## src/rtl/door_pkg.sv

```systemverilog
// Shared types and constants for the garage door plant model.
package door_pkg;

   localparam int unsigned FLT_W = 2;

   typedef enum logic [1:0] {
      IDLE      = 2'd0,
      MOVING_UP = 2'd1,
      MOVING_DN = 2'd2,
      FAULT     = 2'd3
   } door_state_e;

   localparam logic [FLT_W-1:0] FLT_NONE = 2'b00;
   localparam logic [FLT_W-1:0] FLT_BOTH = 2'b01;
   localparam logic [FLT_W-1:0] FLT_OVR  = 2'b10;

endpackage

```

## src/rtl/door_step_prescaler.sv

```systemverilog
// Divides the clock by STEP_DIV while the door is driven; step pulses on the last count.
module door_step_prescaler #(
   parameter int unsigned STEP_DIV = 2
) (
   input  logic clk,
   input  logic rst_n,
   input  logic run,
   input  logic clr,
   output logic step
);

   localparam int unsigned     CNT_W    = (STEP_DIV > 1) ? $clog2(STEP_DIV) : 1;
   localparam logic [CNT_W-1:0] CNT_LAST = CNT_W'(STEP_DIV - 1);

   logic [CNT_W-1:0] cnt;

   assign step = run & (cnt == CNT_LAST);

   // Neither run nor clr (obstructed) holds the partial count.
   always_ff @(posedge clk or negedge rst_n) begin
      if (!rst_n) begin
         cnt <= '0;
      end else if (clr) begin
         cnt <= '0;
      end else if (run) begin
         cnt <= step ? '0 : cnt + CNT_W'(1);
      end
   end

endmodule

```

## src/rtl/door_plant.sv

```systemverilog
// Garage door plant: integrates motor commands into a position, generates limit
// switches and latches illegal-drive faults.
module door_plant
   import door_pkg::*;
#(
   parameter int unsigned TRAVEL    = 4,
   parameter int unsigned STEP_DIV  = 2,
   parameter int unsigned POS_W     = 3,
   parameter int unsigned OVR_LIMIT = 4,
   parameter int unsigned INIT_UP   = 1
) (
   input  logic             clk,
   input  logic             rst_n,
   input  logic             motor_up,
   input  logic             motor_dn,
   input  logic             obstruct,
   input  logic             fault_clr,
   output logic             up_limit,
   output logic             dn_limit,
   output logic [POS_W-1:0] pos,
   output logic             moving,
   output logic             fault,
   output logic [FLT_W-1:0] fault_code
);

   localparam int unsigned      OVR_W   = $clog2(OVR_LIMIT + 1);
   localparam logic [OVR_W-1:0] OVR_MAX = OVR_W'(OVR_LIMIT);
   localparam logic [POS_W-1:0] POS_TOP = POS_W'(TRAVEL);
   localparam logic [POS_W-1:0] POS_RST = (INIT_UP != 0) ? POS_W'(TRAVEL) : '0;

   door_state_e      state, state_nxt;
   logic [POS_W-1:0] pos_nxt;
   logic [OVR_W-1:0] ovr_cnt, ovr_nxt;
   logic [FLT_W-1:0] code, code_nxt;

   logic up, dn, both, at_top, at_bot, fwd, ovr_hit, step;

   assign up     = motor_up & ~motor_dn;
   assign dn     = motor_dn & ~motor_up;
   assign both   = motor_up & motor_dn;
   assign at_top = (pos == POS_TOP);
   assign at_bot = (pos == '0);

   // Command still matches the current direction of travel.
   assign fwd     = ((state == MOVING_UP) & up) | ((state == MOVING_DN) & dn);
   assign ovr_hit = (state != FAULT) & ((up & at_top) | (dn & at_bot));
   assign ovr_nxt = !ovr_hit ? '0 : (ovr_cnt == OVR_MAX) ? OVR_MAX : ovr_cnt + OVR_W'(1);

   door_step_prescaler #(
      .STEP_DIV (STEP_DIV)
   ) u_prescaler (
      .clk   (clk),
      .rst_n (rst_n),
      .run   (fwd & ~obstruct),
      .clr   (~fwd),
      .step  (step)
   );

   always_ff @(posedge clk or negedge rst_n) begin
      if (!rst_n) begin
         state   <= IDLE;
         pos     <= POS_RST;
         ovr_cnt <= '0;
         code    <= FLT_NONE;
      end else begin
         state   <= state_nxt;
         pos     <= pos_nxt;
         ovr_cnt <= ovr_nxt;
         code    <= code_nxt;
      end
   end

   // Priority: both commands, then overdrive, then normal travel.
   always_comb begin
      state_nxt = state;
      pos_nxt   = pos;
      code_nxt  = code;
      if (state == FAULT) begin
         if (fault_clr) begin
            if (both) begin
               code_nxt = FLT_BOTH;
            end else begin
               state_nxt = IDLE;
               code_nxt  = FLT_NONE;
            end
         end
      end else if (both) begin
         state_nxt = FAULT;
         code_nxt  = FLT_BOTH;
      end else if (ovr_nxt == OVR_MAX) begin
         state_nxt = FAULT;
         code_nxt  = FLT_OVR;
      end else begin
         case (state)
            IDLE: begin
               if (up && !at_top)      state_nxt = MOVING_UP;
               else if (dn && !at_bot) state_nxt = MOVING_DN;
            end
            MOVING_UP: begin
               if (up) begin
                  if (step) begin
                     pos_nxt = pos + POS_W'(1);
                     if (pos + POS_W'(1) == POS_TOP) state_nxt = IDLE;
                  end
               end else if (dn) begin
                  state_nxt = at_bot ? IDLE : MOVING_DN;
               end else begin
                  state_nxt = IDLE;
               end
            end
            MOVING_DN: begin
               if (dn) begin
                  if (step) begin
                     pos_nxt = pos - POS_W'(1);
                     if (pos == POS_W'(1)) state_nxt = IDLE;
                  end
               end else if (up) begin
                  state_nxt = at_top ? IDLE : MOVING_UP;
               end else begin
                  state_nxt = IDLE;
               end
            end
            default: state_nxt = IDLE;
         endcase
      end
   end

   always_comb begin
      moving     = (state == MOVING_UP) || (state == MOVING_DN);
      fault      = (state == FAULT);
      fault_code = code;
      up_limit   = at_top;
      dn_limit   = at_bot;
   end

endmodule
```

## config.mk

```make
export PLATFORM = sky130hd
export DESIGN_NAME = door_plant
export DESIGN_NICKNAME = d
export VERILOG_FILES = /design/src/rtl/door_pkg.sv /design/src/rtl/door_step_prescaler.sv /design/src/rtl/door_plant.sv
export SDC_FILE = /design/constraint.sdc
export NUM_CORES = 1
export LEC_CHECK = 0
export CAP_MARGIN = 20
export CORE_UTILIZATION = 52
export DETAILED_ROUTE_END_ITERATION = 10
export PLACE_DENSITY = 0.78
export RECOVER_POWER = 50
export SYNTH_ARGS = -nofsm -noshare
export SYNTH_HDL_FRONTEND = slang
export SYNTH_SLANG_ARGS = --single-unit
```

## constraint.sdc

```tcl
create_clock -name clk -period 2.2 [get_ports clk]
set_input_delay 0.33 -clock clk [delete_from_list [all_inputs] [get_ports clk]]
set_output_delay 0.33 -clock clk [all_outputs]
set_load 0.02 [all_outputs]
```

==> results <==
metal layers:
metal / vias to the layer above / global-route usage / routed length, um
li1: 388 / - / -
met1: 376 / 0.295 / 911
met2: 19 / 0.334 / 801
met3: 0 / 0.0375 / 70
met4: 0 / 0.0375 / 0
met5: - / 0 / 0
sequential cells by signal, indices dropped and copies added, names as in the netlist:
name,count
ovr_cnt,3
pos,3
fault_code,2
state,2
u_prescaler.cnt,1
cell type report:
type	count	area [sq um]	share of cell area
multi-input cells	74	569	0.510
flip-flops and latches	11	277	0.247
repair buffers	19	183	0.163
inverters	11	41.3	0.0370
clock buffers	3	22.5	0.0202
well taps	16	20.0	0.0179
clock inverters	1	5.00	0.00448
logic make-up (layout without fill, tap and decap cells):
| family | Yosys count | count (layout) |
|---|---|---|
| AND/OR/NAND/NOR | 34 | 34 |
| flip-flops | 11 | 11 |
| AO/OA/AOI/OAI | 23 | 23 |
| XOR/XNOR | 4 | 4 |
| multiplexers | 1 | 1 |
| buffers and inverters | 14 | 34 |
| adder cells (fa/ha/maj) | 12 | 12 |
critical path, delay by kind of cell (launching register included):
kind | cells | cell delay [ns]
adder cells (fa/ha/maj) | 1 | 0.37
buffers and inverters | 1 | 0.67
flip-flops | 1 | 0.46
where the power goes:
part	switching (uW)	leakage, uW	internal [uW]
registers	78.3	0.000139	272
logic	450	0.000383	419
clock network	74.1	0.0000177	67.1
cells in the final DEF (no fill, tap or decap), types with 2 or more instances in the layout:
cell type,count
a21oi_1,2
a22oi_1,2
a31oi_1,2
buf_4,5
clkbuf_4,3
clkdlybuf4s50_1,8
dfrtp_1,10
dlygate4sd3_1,4
dlymetal6s2s_1,2
ha_1,11
inv_1,11
nand2_1,8
nand2b_1,3
nand3_1,2
nor2_1,5
nor2b_1,4
nor3_1,2
nor3b_1,2
o211ai_1,4
o21ai_0,2
o21ai_1,3
or3b_1,2
xnor2_1,3
worst min path at each step:
| stage | startpoint | to | slack [ns] |
|---|---|---|---|
| after floorplan | rst_n | fault_code[0]$_DFFE_PN0P_ | 0.03 |
| after global placement | ovr_cnt[0]$_DFF_PN0_ | ovr_cnt[0]$_DFF_PN0_ | 0.45 |
| after detailed placement | ovr_cnt[0]$_DFF_PN0_ | ovr_cnt[0]$_DFF_PN0_ | 0.46 |
| after CTS | rst_n | state[1]$_DFFE_PN0P_ | 0.42 |
| after global routing | ovr_cnt[0]$_DFF_PN0_ | ovr_cnt[0]$_DFF_PN0_ | 0.49 |
| final | ovr_cnt[0]$_DFF_PN0_ | ovr_cnt[0]$_DFF_PN0_ | 0.46 |
metrics by stage:
stage,total power [uW],hold WS [ns],cell area (sq um)
3_3_place_gp,1210,0.448,1080
2_1_floorplan,930,0.0344,910
4_1_cts,1370,0.417,1110
6_report,1360,0.464,1120
5_1_grt,1480,0.490,1120
3_5_place_dp,1220,0.457,1080
==> summary.txt <==
Critical path
  – Critical path class: reg -> out
  – Worst path slowest cell: clkdlybuf4s50_1
  – WP data arrival: between 1.5 and 2 ns
  – Cells on worst reg2reg path: 7
  – Worst r2r dst: pos[1]$_DFFE_PN0P_
  – Critical R2R Launch: state[1]$_DFFE_PN0P_
  – CP Launch Point: state[0]$_DFFE_PN0P_
  – Setup crit end: fault
  – Crit. End Element: output pin
  – Critical Path Source Type: register
  – Largest fanout on the critical path: 10
  – Required time of the critical path: ~1.9 ns
  – R2R Setup Slk: between 0.2 and 0.3 ns
  – CP Cell Sequence: ha_1, clkdlybuf4s50_1
  – Worst path max stage delay: 0.67 ns

Synthesis
  – Multiplexer share of the synthesized area: 0.0110
  – Post-synth top area cell: dfrtp_1
  – Synthesized area per cell: just over 9 sq um
  – Main area contributors after synthesis: dfrtp_1, ha_1, inv_1, nand2_1, o211ai_1
  – Post-Synth XOR/XNOR Area: 0.0385
  – Area share of the largest cell type after synthesis: 0.275
  – Post-synth top flop: dfrtp_1
  – Post-Syn Instances: 99
  – Post-synth ARST share: 1.00
  – Ys Warns: 0
  – Seq cells post-synth: 11
  – Top-count cell post-synth: ha_1
  – Compound-Gate Fraction of Synth Area: 0.183
  – Largest family of logic cells by synthesized area: simple AND/OR/NAND/NOR gates
  – Cell Area, Synth: just over 900 sq um
  – Synth unique cells: 39
  – Post-Synth Adder-Cell Area: 0.165
  – Sequential area share after synthesis: 0.304
  – Net Count, Synth: roughly 120
  – Post-synth EDFFs: 0
  – Synth Area in Simple Gates: 0.228
  – Synth cell count leaders: ha_1, inv_1, dfrtp_1

Route
  – DRT Pass-1 Iters: 7
  – Vias per cell: a little under 6
  – Total length of routed wires: roughly 1.8 mm
  – DR DRC count: 2
  – Starting DRT DRC Count: 20
  – Post-route ant nets: 0
  – Total number of vias: 783
  – Wire length per cell: ~13 um

Clock tree
  – CTS Buf Count: 3
  – Total setup buffers inserted after CTS: 0
  – Post_cts resized: 0
  – Clock Latency Late Sink: about 0.27 ns
  – CTS tree: done
  – TritonCTS Sinks: 11
  – Buffer depth of the longest clock path: 2
  – Hold buffers post-CTS: 0
  – CTS root buffer: clkbuf_4
  – CTS clk-pin slew, worst paths: 0.08 ns
  – H-tree depth: 1

Place
  – Place WS: 0.0820 ns
  – PortBufs: 14
  – DP HPWL: about 1.3 mm
  – Placed Instances: roughly 130
  – GPL Wtd Cong: 0.780

Floorplanning
  – Core area: 0.00158 sq mm
  – Initial core utilization: 0.577
  – Die Wd: between 40 and 50 um
  – Height of the die: ~44 um
  – Die area: roughly 0.0019 sq mm
  – # IOs: 15
  – Rows: 14

Layout
  – P&R area growth vs syn: 22.8%
  – Number of nets in the layout: between 100 and 150
  – Share of layout cells above drive strength 1: 0.126
  – Antenna Cells: 0
  – Final non-filler cell total: 135
  – Fillers: about 120
  – Final Util: 0.709

Power and ir drop
  – PD cells: roughly 1200 mW/mm^2
  – Worst VDD drop: about 800 uV
  – Static leakage: about 0.00054 uW

STA
  – Fin. Hold Viols: 0
  – Slew HR: 0.652
  – Final Skew: around 0.0038 ns
  – Period utilization: 0.951
  – Setup TNS after final layout: 0 ns
  – Final setup viols: 0
  – Max Slew Vio Count: 0
  – RSZ-0062 raised after global routing: no
  – Slew of the pin with the lowest slew margin: approximately 0.52 ns
  – Post-route setup slack: between 0.1 and 0.15 ns
  – Tmin final: 2.09 ns
  – FMAX: about 0.48 GHz

Global route
  – Largest net degree at the start of global routing: 12
  – First-pass GRT wire length: 3.04 mm
  – Initial antenna violation count: 0
  – Total track usage: 0.208
  – Vias in the first global route: slightly below 700
  – Gr ovfl total: 0

Run
  – Maxcap violations: 0

Run status
  – Outcome: finished with violations
  – Violated checks: DRC

Hold path
  – HP Class: reg -> reg
  – Hold Path Cell Cnt: 1
Power figures use the tool's default switching activity.
